[src/rtl/rle_compress_handler_pkg.sv]
// rle_compress_handler_pkg: shared widths, run limit, first-run value and FSM encoding for the RLE compressor
package rle_compress_handler_pkg;
  localparam int ADDR_W = 16;
  localparam int DATA_W = 16;
  localparam int RUN_W = 8;
  localparam int RUN_MAX = (1 << RUN_W) - 1;
  localparam logic FIRST_RUN_VAL = 1'b0;
  typedef enum logic [2:0] {IDLE, FETCH, SCAN, FLUSH, DONE} state_t;
endpackage

[src/rtl/rle_compress_handler_if.sv]
// rle_compress_handler_if: command, DMA read and packed-output signals; enc_bytes exists only with COMPRESS_STATS_EN
interface rle_compress_handler_if;
  import rle_compress_handler_pkg::*;
  logic start;
  logic [ADDR_W-1:0] base_addr;
  logic [ADDR_W-1:0] word_count;
  logic [ADDR_W-1:0] ram_addr;
  logic ram_read;
  logic [DATA_W-1:0] ram_data_in;
  logic ram_done_read;
  logic [DATA_W-1:0] out_data;
  logic out_valid;
  logic out_ready;
  logic busy;
  logic done;
`ifdef COMPRESS_STATS_EN
  logic [31:0] enc_bytes;
`endif
  modport master(
    output start, base_addr, word_count, ram_data_in, ram_done_read, out_ready,
    input ram_addr, ram_read, out_data, out_valid, busy, done
`ifdef COMPRESS_STATS_EN
    , input enc_bytes
`endif
  );
  modport slave(
    input start, base_addr, word_count, ram_data_in, ram_done_read, out_ready,
    output ram_addr, ram_read, out_data, out_valid, busy, done
`ifdef COMPRESS_STATS_EN
    , output enc_bytes
`endif
  );
endinterface

[src/rtl/rle_compress_handler_packer.sv]
// rle_byte_packer: packs run bytes high-then-low into words, pads a lone high byte on flush, valid/ready output
module rle_byte_packer
  import rle_compress_handler_pkg::*;
(
  input  logic              clk_i,
  input  logic              rst_ni,
  input  logic              push_i,
  input  logic [RUN_W-1:0]  byte_i,
  input  logic              flush_i,
  input  logic              out_ready_i,
  output logic [DATA_W-1:0] out_data_o,
  output logic              out_valid_o,
  output logic              ready_o,
  output logic              drain_o
);
  logic [RUN_W-1:0] hi_q, hi_d;
  logic half_q, half_d, valid_q, valid_d;
  logic [DATA_W-1:0] data_q, data_d;
  always_comb begin
    hi_d = hi_q;
    half_d = half_q;
    valid_d = valid_q && !out_ready_i;
    data_d = data_q;
    if (!valid_q && push_i) begin
      if (half_q) begin
        data_d = {hi_q, byte_i};
        valid_d = 1'b1;
        half_d = 1'b0;
      end else begin
        hi_d = byte_i;
        half_d = 1'b1;
      end
    end else if (!valid_q && flush_i && half_q) begin
      data_d = {hi_q, {RUN_W{1'b0}}};
      valid_d = 1'b1;
      half_d = 1'b0;
    end
  end
  always_ff @(posedge clk_i or negedge rst_ni) begin
    if (!rst_ni) begin
      hi_q <= '0;
      half_q <= 1'b0;
      valid_q <= 1'b0;
      data_q <= '0;
    end else begin
      hi_q <= hi_d;
      half_q <= half_d;
      valid_q <= valid_d;
      data_q <= data_d;
    end
  end
  assign out_data_o = data_q;
  assign out_valid_o = valid_q;
  assign ready_o = !valid_q;
  // drained: nothing buffered once any pending word is taken this cycle
  assign drain_o = !half_q && (!valid_q || out_ready_i);
endmodule

[src/rtl/rle_compress_handler.sv]
// rle_compress_handler: reads RAM words over DMA, run-length encodes bits MSB-first, streams packed run bytes.
// Optional COMPRESS_STATS_EN adds the enc_bytes emitted-byte counter.
module rle_compress_handler
  import rle_compress_handler_pkg::*;
(
  input logic clk_i,
  input logic rst_ni,
  rle_compress_handler_if.slave bus_if
);
  state_t state_q, state_d;
  logic [ADDR_W-1:0] base_q, base_d, wc_q, wc_d, idx_q, idx_d;
  logic [DATA_W-1:0] word_q, word_d;
  logic [3:0] bit_q, bit_d;
  logic [RUN_W-1:0] cnt_q, cnt_d, byte_v;
  logic cur_q, cur_d, pz_q, pz_d, rd_q, rd_d;
  logic push, flush, pk_ready, pk_drain;
  always_comb begin
    state_d = state_q;
    base_d = base_q;
    wc_d = wc_q;
    idx_d = idx_q;
    word_d = word_q;
    bit_d = bit_q;
    cnt_d = cnt_q;
    cur_d = cur_q;
    pz_d = pz_q;
    rd_d = rd_q;
    push = 1'b0;
    byte_v = '0;
    flush = 1'b0;
    // the zero half of a RUN_MAX split goes out as soon as the packer has room
    if (pz_q && pk_ready) begin
      push = 1'b1;
      pz_d = 1'b0;
    end
    case (state_q)
      IDLE: if (bus_if.start) begin
        base_d = bus_if.base_addr;
        wc_d = bus_if.word_count;
        idx_d = '0;
        cnt_d = '0;
        cur_d = FIRST_RUN_VAL;
        pz_d = 1'b0;
        state_d = (bus_if.word_count == '0) ? DONE : FETCH;
      end
      FETCH: begin
        if (!rd_q && pk_ready) rd_d = 1'b1;
        else if (rd_q && bus_if.ram_done_read) begin
          rd_d = 1'b0;
          word_d = bus_if.ram_data_in;
          bit_d = '0;
          idx_d = idx_q + 1'b1;
          state_d = SCAN;
        end
      end
      SCAN: if (pk_ready && !pz_q) begin
        word_d = word_q << 1;
        bit_d = bit_q + 1'b1;
        if (word_q[DATA_W-1] != cur_q) begin
          push = 1'b1;
          byte_v = cnt_q;
          cur_d = ~cur_q;
          cnt_d = RUN_W'(1);
        end else if (cnt_q == RUN_W'(RUN_MAX)) begin
          push = 1'b1;
          byte_v = cnt_q;
          pz_d = 1'b1;
          cnt_d = RUN_W'(1);
        end else cnt_d = cnt_q + 1'b1;
        if (bit_q == 4'd15) state_d = (idx_q == wc_q) ? FLUSH : FETCH;
      end
      FLUSH: if (!pz_q) begin
        // cnt is at least 1 on entry, so zero marks the final run as already emitted
        if (cnt_q != '0) begin
          if (pk_ready) begin
            push = 1'b1;
            byte_v = cnt_q;
            cnt_d = '0;
          end
        end else begin
          flush = 1'b1;
          if (pk_drain) state_d = DONE;
        end
      end
      DONE: state_d = IDLE;
      default: state_d = IDLE;
    endcase
  end
  always_ff @(posedge clk_i or negedge rst_ni) begin
    if (!rst_ni) begin
      state_q <= IDLE;
      base_q <= '0;
      wc_q <= '0;
      idx_q <= '0;
      word_q <= '0;
      bit_q <= '0;
      cnt_q <= '0;
      cur_q <= FIRST_RUN_VAL;
      pz_q <= 1'b0;
      rd_q <= 1'b0;
    end else begin
      state_q <= state_d;
      base_q <= base_d;
      wc_q <= wc_d;
      idx_q <= idx_d;
      word_q <= word_d;
      bit_q <= bit_d;
      cnt_q <= cnt_d;
      cur_q <= cur_d;
      pz_q <= pz_d;
      rd_q <= rd_d;
    end
  end
  rle_byte_packer u_packer (
    .clk_i(clk_i),
    .rst_ni(rst_ni),
    .push_i(push),
    .byte_i(byte_v),
    .flush_i(flush),
    .out_ready_i(bus_if.out_ready),
    .out_data_o(bus_if.out_data),
    .out_valid_o(bus_if.out_valid),
    .ready_o(pk_ready),
    .drain_o(pk_drain)
  );
  assign bus_if.ram_addr = base_q + idx_q;
  assign bus_if.ram_read = rd_q;
  assign bus_if.busy = (state_q != IDLE) && (state_q != DONE);
  assign bus_if.done = (state_q == DONE);
`ifdef COMPRESS_STATS_EN
  logic [31:0] enc_q;
  always_ff @(posedge clk_i or negedge rst_ni) begin
    if (!rst_ni) enc_q <= '0;
    else enc_q <= (state_q == IDLE && bus_if.start) ? '0 : enc_q + {31'd0, push};
  end
  assign bus_if.enc_bytes = enc_q;
`endif
endmodule
[src/flat_wrapper.sv]
// flat-port wrapper written by rule: the top's interface ports become plain ports
module rle_compress_handler_flat import rle_compress_handler_pkg::*;
  (clk_i, rst_ni, bus_if_start, bus_if_base_addr, bus_if_word_count, bus_if_ram_data_in, bus_if_ram_done_read, bus_if_out_ready, bus_if_ram_addr, bus_if_ram_read, bus_if_out_data, bus_if_out_valid, bus_if_busy, bus_if_done);
  rle_compress_handler_if bus_if_i ();
  input logic clk_i;
  input logic rst_ni;
  input wire logic [$bits(bus_if_i.start)-1:0] bus_if_start;
  input wire logic [$bits(bus_if_i.base_addr)-1:0] bus_if_base_addr;
  input wire logic [$bits(bus_if_i.word_count)-1:0] bus_if_word_count;
  input wire logic [$bits(bus_if_i.ram_data_in)-1:0] bus_if_ram_data_in;
  input wire logic [$bits(bus_if_i.ram_done_read)-1:0] bus_if_ram_done_read;
  input wire logic [$bits(bus_if_i.out_ready)-1:0] bus_if_out_ready;
  output wire logic [$bits(bus_if_i.ram_addr)-1:0] bus_if_ram_addr;
  output wire logic [$bits(bus_if_i.ram_read)-1:0] bus_if_ram_read;
  output wire logic [$bits(bus_if_i.out_data)-1:0] bus_if_out_data;
  output wire logic [$bits(bus_if_i.out_valid)-1:0] bus_if_out_valid;
  output wire logic [$bits(bus_if_i.busy)-1:0] bus_if_busy;
  output wire logic [$bits(bus_if_i.done)-1:0] bus_if_done;
  assign bus_if_i.start = bus_if_start;
  assign bus_if_i.base_addr = bus_if_base_addr;
  assign bus_if_i.word_count = bus_if_word_count;
  assign bus_if_i.ram_data_in = bus_if_ram_data_in;
  assign bus_if_i.ram_done_read = bus_if_ram_done_read;
  assign bus_if_i.out_ready = bus_if_out_ready;
  assign bus_if_ram_addr = bus_if_i.ram_addr;
  assign bus_if_ram_read = bus_if_i.ram_read;
  assign bus_if_out_data = bus_if_i.out_data;
  assign bus_if_out_valid = bus_if_i.out_valid;
  assign bus_if_busy = bus_if_i.busy;
  assign bus_if_done = bus_if_i.done;
  rle_compress_handler u_core (.clk_i(clk_i), .rst_ni(rst_ni), .bus_if(bus_if_i));
endmodule
[config.mk]
export PLATFORM = sky130hd
export DESIGN_NAME = rle_compress_handler_flat
export DESIGN_NICKNAME = d
export VERILOG_FILES = /design/src/rtl/rle_compress_handler_pkg.sv /design/src/rtl/rle_compress_handler_if.sv /design/src/rtl/rle_compress_handler_packer.sv /design/src/rtl/rle_compress_handler.sv /design/src/flat_wrapper.sv
export SDC_FILE = /design/constraint.sdc
export NUM_CORES = 1
export LEC_CHECK = 0
export ABC_CLOCK_PERIOD_IN_PS = 5800
export BUFFER_PORTS_ARGS = -buffer_cell sky130_fd_sc_hd__buf_2
export CORE_AREA = 2 2 85 120
export DETAILED_ROUTE_END_ITERATION = 10
export DIE_AREA = 0 0 87 122
export PLACE_DENSITY = 0.83
export SLEW_MARGIN = 20
export SYNTH_ARGS = -nofsm -noshare
export SYNTH_HDL_FRONTEND = slang
export SYNTH_SLANG_ARGS = --single-unit
[constraint.sdc]
create_clock -name clk_i -period 5.8 [get_ports clk_i]
set_input_delay 1.74 -clock clk_i [delete_from_list [all_inputs] [get_ports clk_i]]
set_output_delay 1.74 -clock clk_i [all_outputs]
set_load 0.03 [all_outputs]
==> flow_summary.json <==
{
  "ys_seq_area_share_pct": 48.0,
  "die_y_um": 122,
  "fin_skew_ps": 7.61,
  "drt-initial-drc-count": 170,
  "wl_met3_um": 430,
  "crit_chain": "ha_1 -> fa_1 -> a21oi_1 -> o211ai_1 -> o211ai_1 -> o21ai_0 -> a21oi_1 -> xnor2_1 -> buf_2",
  "syn-instance-count": 529,
  "synth_edf_count": 0,
  "start_util_pct": 58.4,
  "drc": 0,
  "antenna_found_initial": 0,
  "dr.max_layer_used": "met4",
  "holdCritPathClass": "flop to flop",
  "totalWireLength_um": 12400,
  "fp.coreArea_mm2": 0.00963,
  "viasPerCell": 5.93,
  "p_comb_share_pct": 42.9,
  "yosys.area.top_type_share_pct": 48.0,
  "period_share_pct": 81.3,
  "cp_top_family": "compound AO/OA/AOI/OAI gates",
  "grt_max_degree": 72,
  "p_leak_uw": 0.00304,
  "ios": 89,
  "peakVddDrop_v": 0.000303,
  "cts_resized": 0,
  "cp-start-kind": "flop",
  "synthTopCellsByArea": "dfrtp_1, mux2_2, nor2_1",
  "drt-wirelength-per-cell_um": 17.1,
  "grt_first_pass_wirelength_um": 20100,
  "post_cts_buffers": 0,
  "utilization_pct": 66.6,
  "yosysTopAreaCell": "dfrtp_1",
  "gp_congestion": 0.858,
  "rows": 43,
  "root_buffer": "clkbuf_16",
  "power_frac_clock_pct": 19.5,
  "fin_nets": 682,
  "synth_cell_types": 61,
  "dr_total_vias": 4296,
  "power_uw": 3180,
  "swShare_pct": 40.8,
  "avgSynthCellArea_um2": 10.6,
  "worstMarginPinSlew_ps": 891,
  "met1_length_um": 4840,
  "critPathCaptureType": "output pin",
  "synthFlopType": "dfrtp_1",
  "antennaDiodeCount": 0,
  "power.internal_uw": 1890,
  "path_class": "flop to output pin",
  "clk_pin_slew_ps": 70,
  "syn_area_mm2": 0.00563,
  "port_buffers": 88,
  "cts_hold_buf": 0,
  "cts_inserted_buffers": 9,
  "post-route-min-period_ps": 4720,
  "setup_ws_ps": 1080,
  "final.setup.tns_ps": 0,
  "dieArea_mm2": 0.0106,
  "hold_viol": 0,
  "ant_nets": 0,
  "drv_cap": 0,
  "rsz0062_at_grt": "false",
  "fmax_mhz": 212,
  "critPathSlowestCell": "fa_1",
  "p_switching_uw": 1300,
  "grt_usage_pct": 24.2,
  "area_growth_syn_to_layout_pct": 14.1,
  "die_x_um": 87,
  "worst_ep_required_time_ps": 4060,
  "cts_tree": "built",
  "p_per_area_mw_per_mm2": 496,
  "htreeDepth": 3,
  "relSlewSlack_pct": 40.6,
  "grt_pass1_vias": 4313,
  "layout-drive-gt1-share_pct": 25.1,
  "pre_cts_ws_ps": 1490,
  "ys_async_sr_fraction_pct": 100,
  "grt.overflow.total": 0,
  "slowest_delay_ps": 480,
  "whs_ps": 483,
  "cp_num_buf_inv": 1,
  "crit_path_max_fanout": 6,
  "dr_wl_met2_um": 6780,
  "outcome": "complete, no violations",
  "clock_latency_ps": 350,
  "syn_nets": 602,
  "drv_slew": 0,
  "yosys_warnings": 0,
  "p_seq_share_pct": 37.6,
  "cts_sinks": 108,
  "cts_max_path_buffers": 2,
  "dp_hpwl_um": 9080,
  "synth.most_common_cell": "dfrtp_1",
  "ys_ff_latch": 108,
  "first_pass_iters": 4,
  "cp.arrival_ps": 2980,
  "setup_viol": 0,
  "fillers": 755,
  "yosys-top-cells-count": "dfrtp_1, nor2_1, mux2_2"
}
## cells in the final DEF, fill, tap and decap left out, types with 5 or more instances in the layout
master       n
mux2_2      32
o21ai_0     15
dfrtp_1    108
nand3_1     23
and3_1       8
nand2_1     22
o211ai_1     5
o22ai_1     16
a21oi_1     22
xor2_1      24
nand2b_1     7
nor2_1      63
clkbuf_16    9
xnor2_1     23
inv_1       12
mux2_1       9
ha_1        19
a22o_1      15
nor4_1       7
a21o_1       5
and2_1       5
nand4_1     13
buf_2       87
## layout make-up
cell class	instances	area, um2	share of cell area [%]
Clock inverter	3	46.3	0.721
Clock buffer	12	256	4.00
Tap cell	112	140	2.18
Sequential cell	108	2700	42.1
Multi-Input combinational cell	387	2760	43.0
Timing Repair Buffer	91	465	7.25
Inverter	12	45.0	0.702
## power groups by stage
| stage | Clock, uW | Combinational [uW] | Sequential, uW |
|---|---|---|---|
| global route | 657 | 1500 | 1220 |
| detailed placement | 0 | 1370 | 1210 |
| finish | 621 | 1360 | 1200 |
| CTS | 628 | 1380 | 1190 |
| global placement | 0 | 1320 | 1190 |
| floorplan | 0 | 1060 | 1170 |
## routing by layer
metal  up-vias  global-route usage, %
li1       2072                      -
met1      2102                   27.6
met2        94                   43.9
met3        28                   4.47
met4         0                   9.57
met5         -                      0
## state kept, by name, indices dropped and copies added (netlist names)
name / count
u_core.base_q: 16
u_core.bit_q: 4
u_core.bus_if.ram_read: 1
u_core.cnt_q: 8
u_core.cur_q: 1
u_core.idx_q: 16
u_core.pz_q: 1
u_core.state_q: 3
u_core.u_packer.half_q: 1
u_core.u_packer.hi_q: 8
u_core.u_packer.out_data_o: 16
u_core.u_packer.out_valid_o: 1
u_core.wc_q: 16
u_core.word_q: 16
## per-stage QoR
stage                     instance area, um2  instances
after floorplan                         5630        529
after global placement                  6120        710
after detailed placement                6120        710
after CTS                               6420        725
after global routing                    6420        725
final                                   6420        725
## cells by family (layout without fill, tap and decap cells)
group / count (synthesis) / count (layout) / share of synthesized area [%]
AOI/OAI and AO/OA: 107 / 107 / 13.5
xor gates and xnor gates: 47 / 47 / 7.32
adders and majority gates: 20 / 20 / 4.58
buffers and inverters: 34 / 118 / 3.00
DFF: 108 / 108 / 48.0
muxes: 42 / 42 / 8.38
and+or+nand+nor: 171 / 171 / 15.2
## worst paths after layout
path / start / end / slack (ps) / depth (start not counted)
max: u_core.idx_q[0] / bus_if_ram_addr[14] / 1080 / 9
min: u_core.u_packer.out_data_o[9] / u_core.u_packer.out_data_o[9] / 480 / 1
max reg2reg: u_core.state_q[0] / u_core.word_q[15] / 3340 / 6
min reg2reg: u_core.u_packer.out_data_o[9] / u_core.u_packer.out_data_o[9] / 480 / 1
max in group asynchronous: rst_ni / u_core.base_q[10] / 3260 / 2
min in group asynchronous: rst_ni / u_core.u_packer.out_data_o[5] / 1490 / 1
No activity file was read; power rests on OpenSTA's default activity.
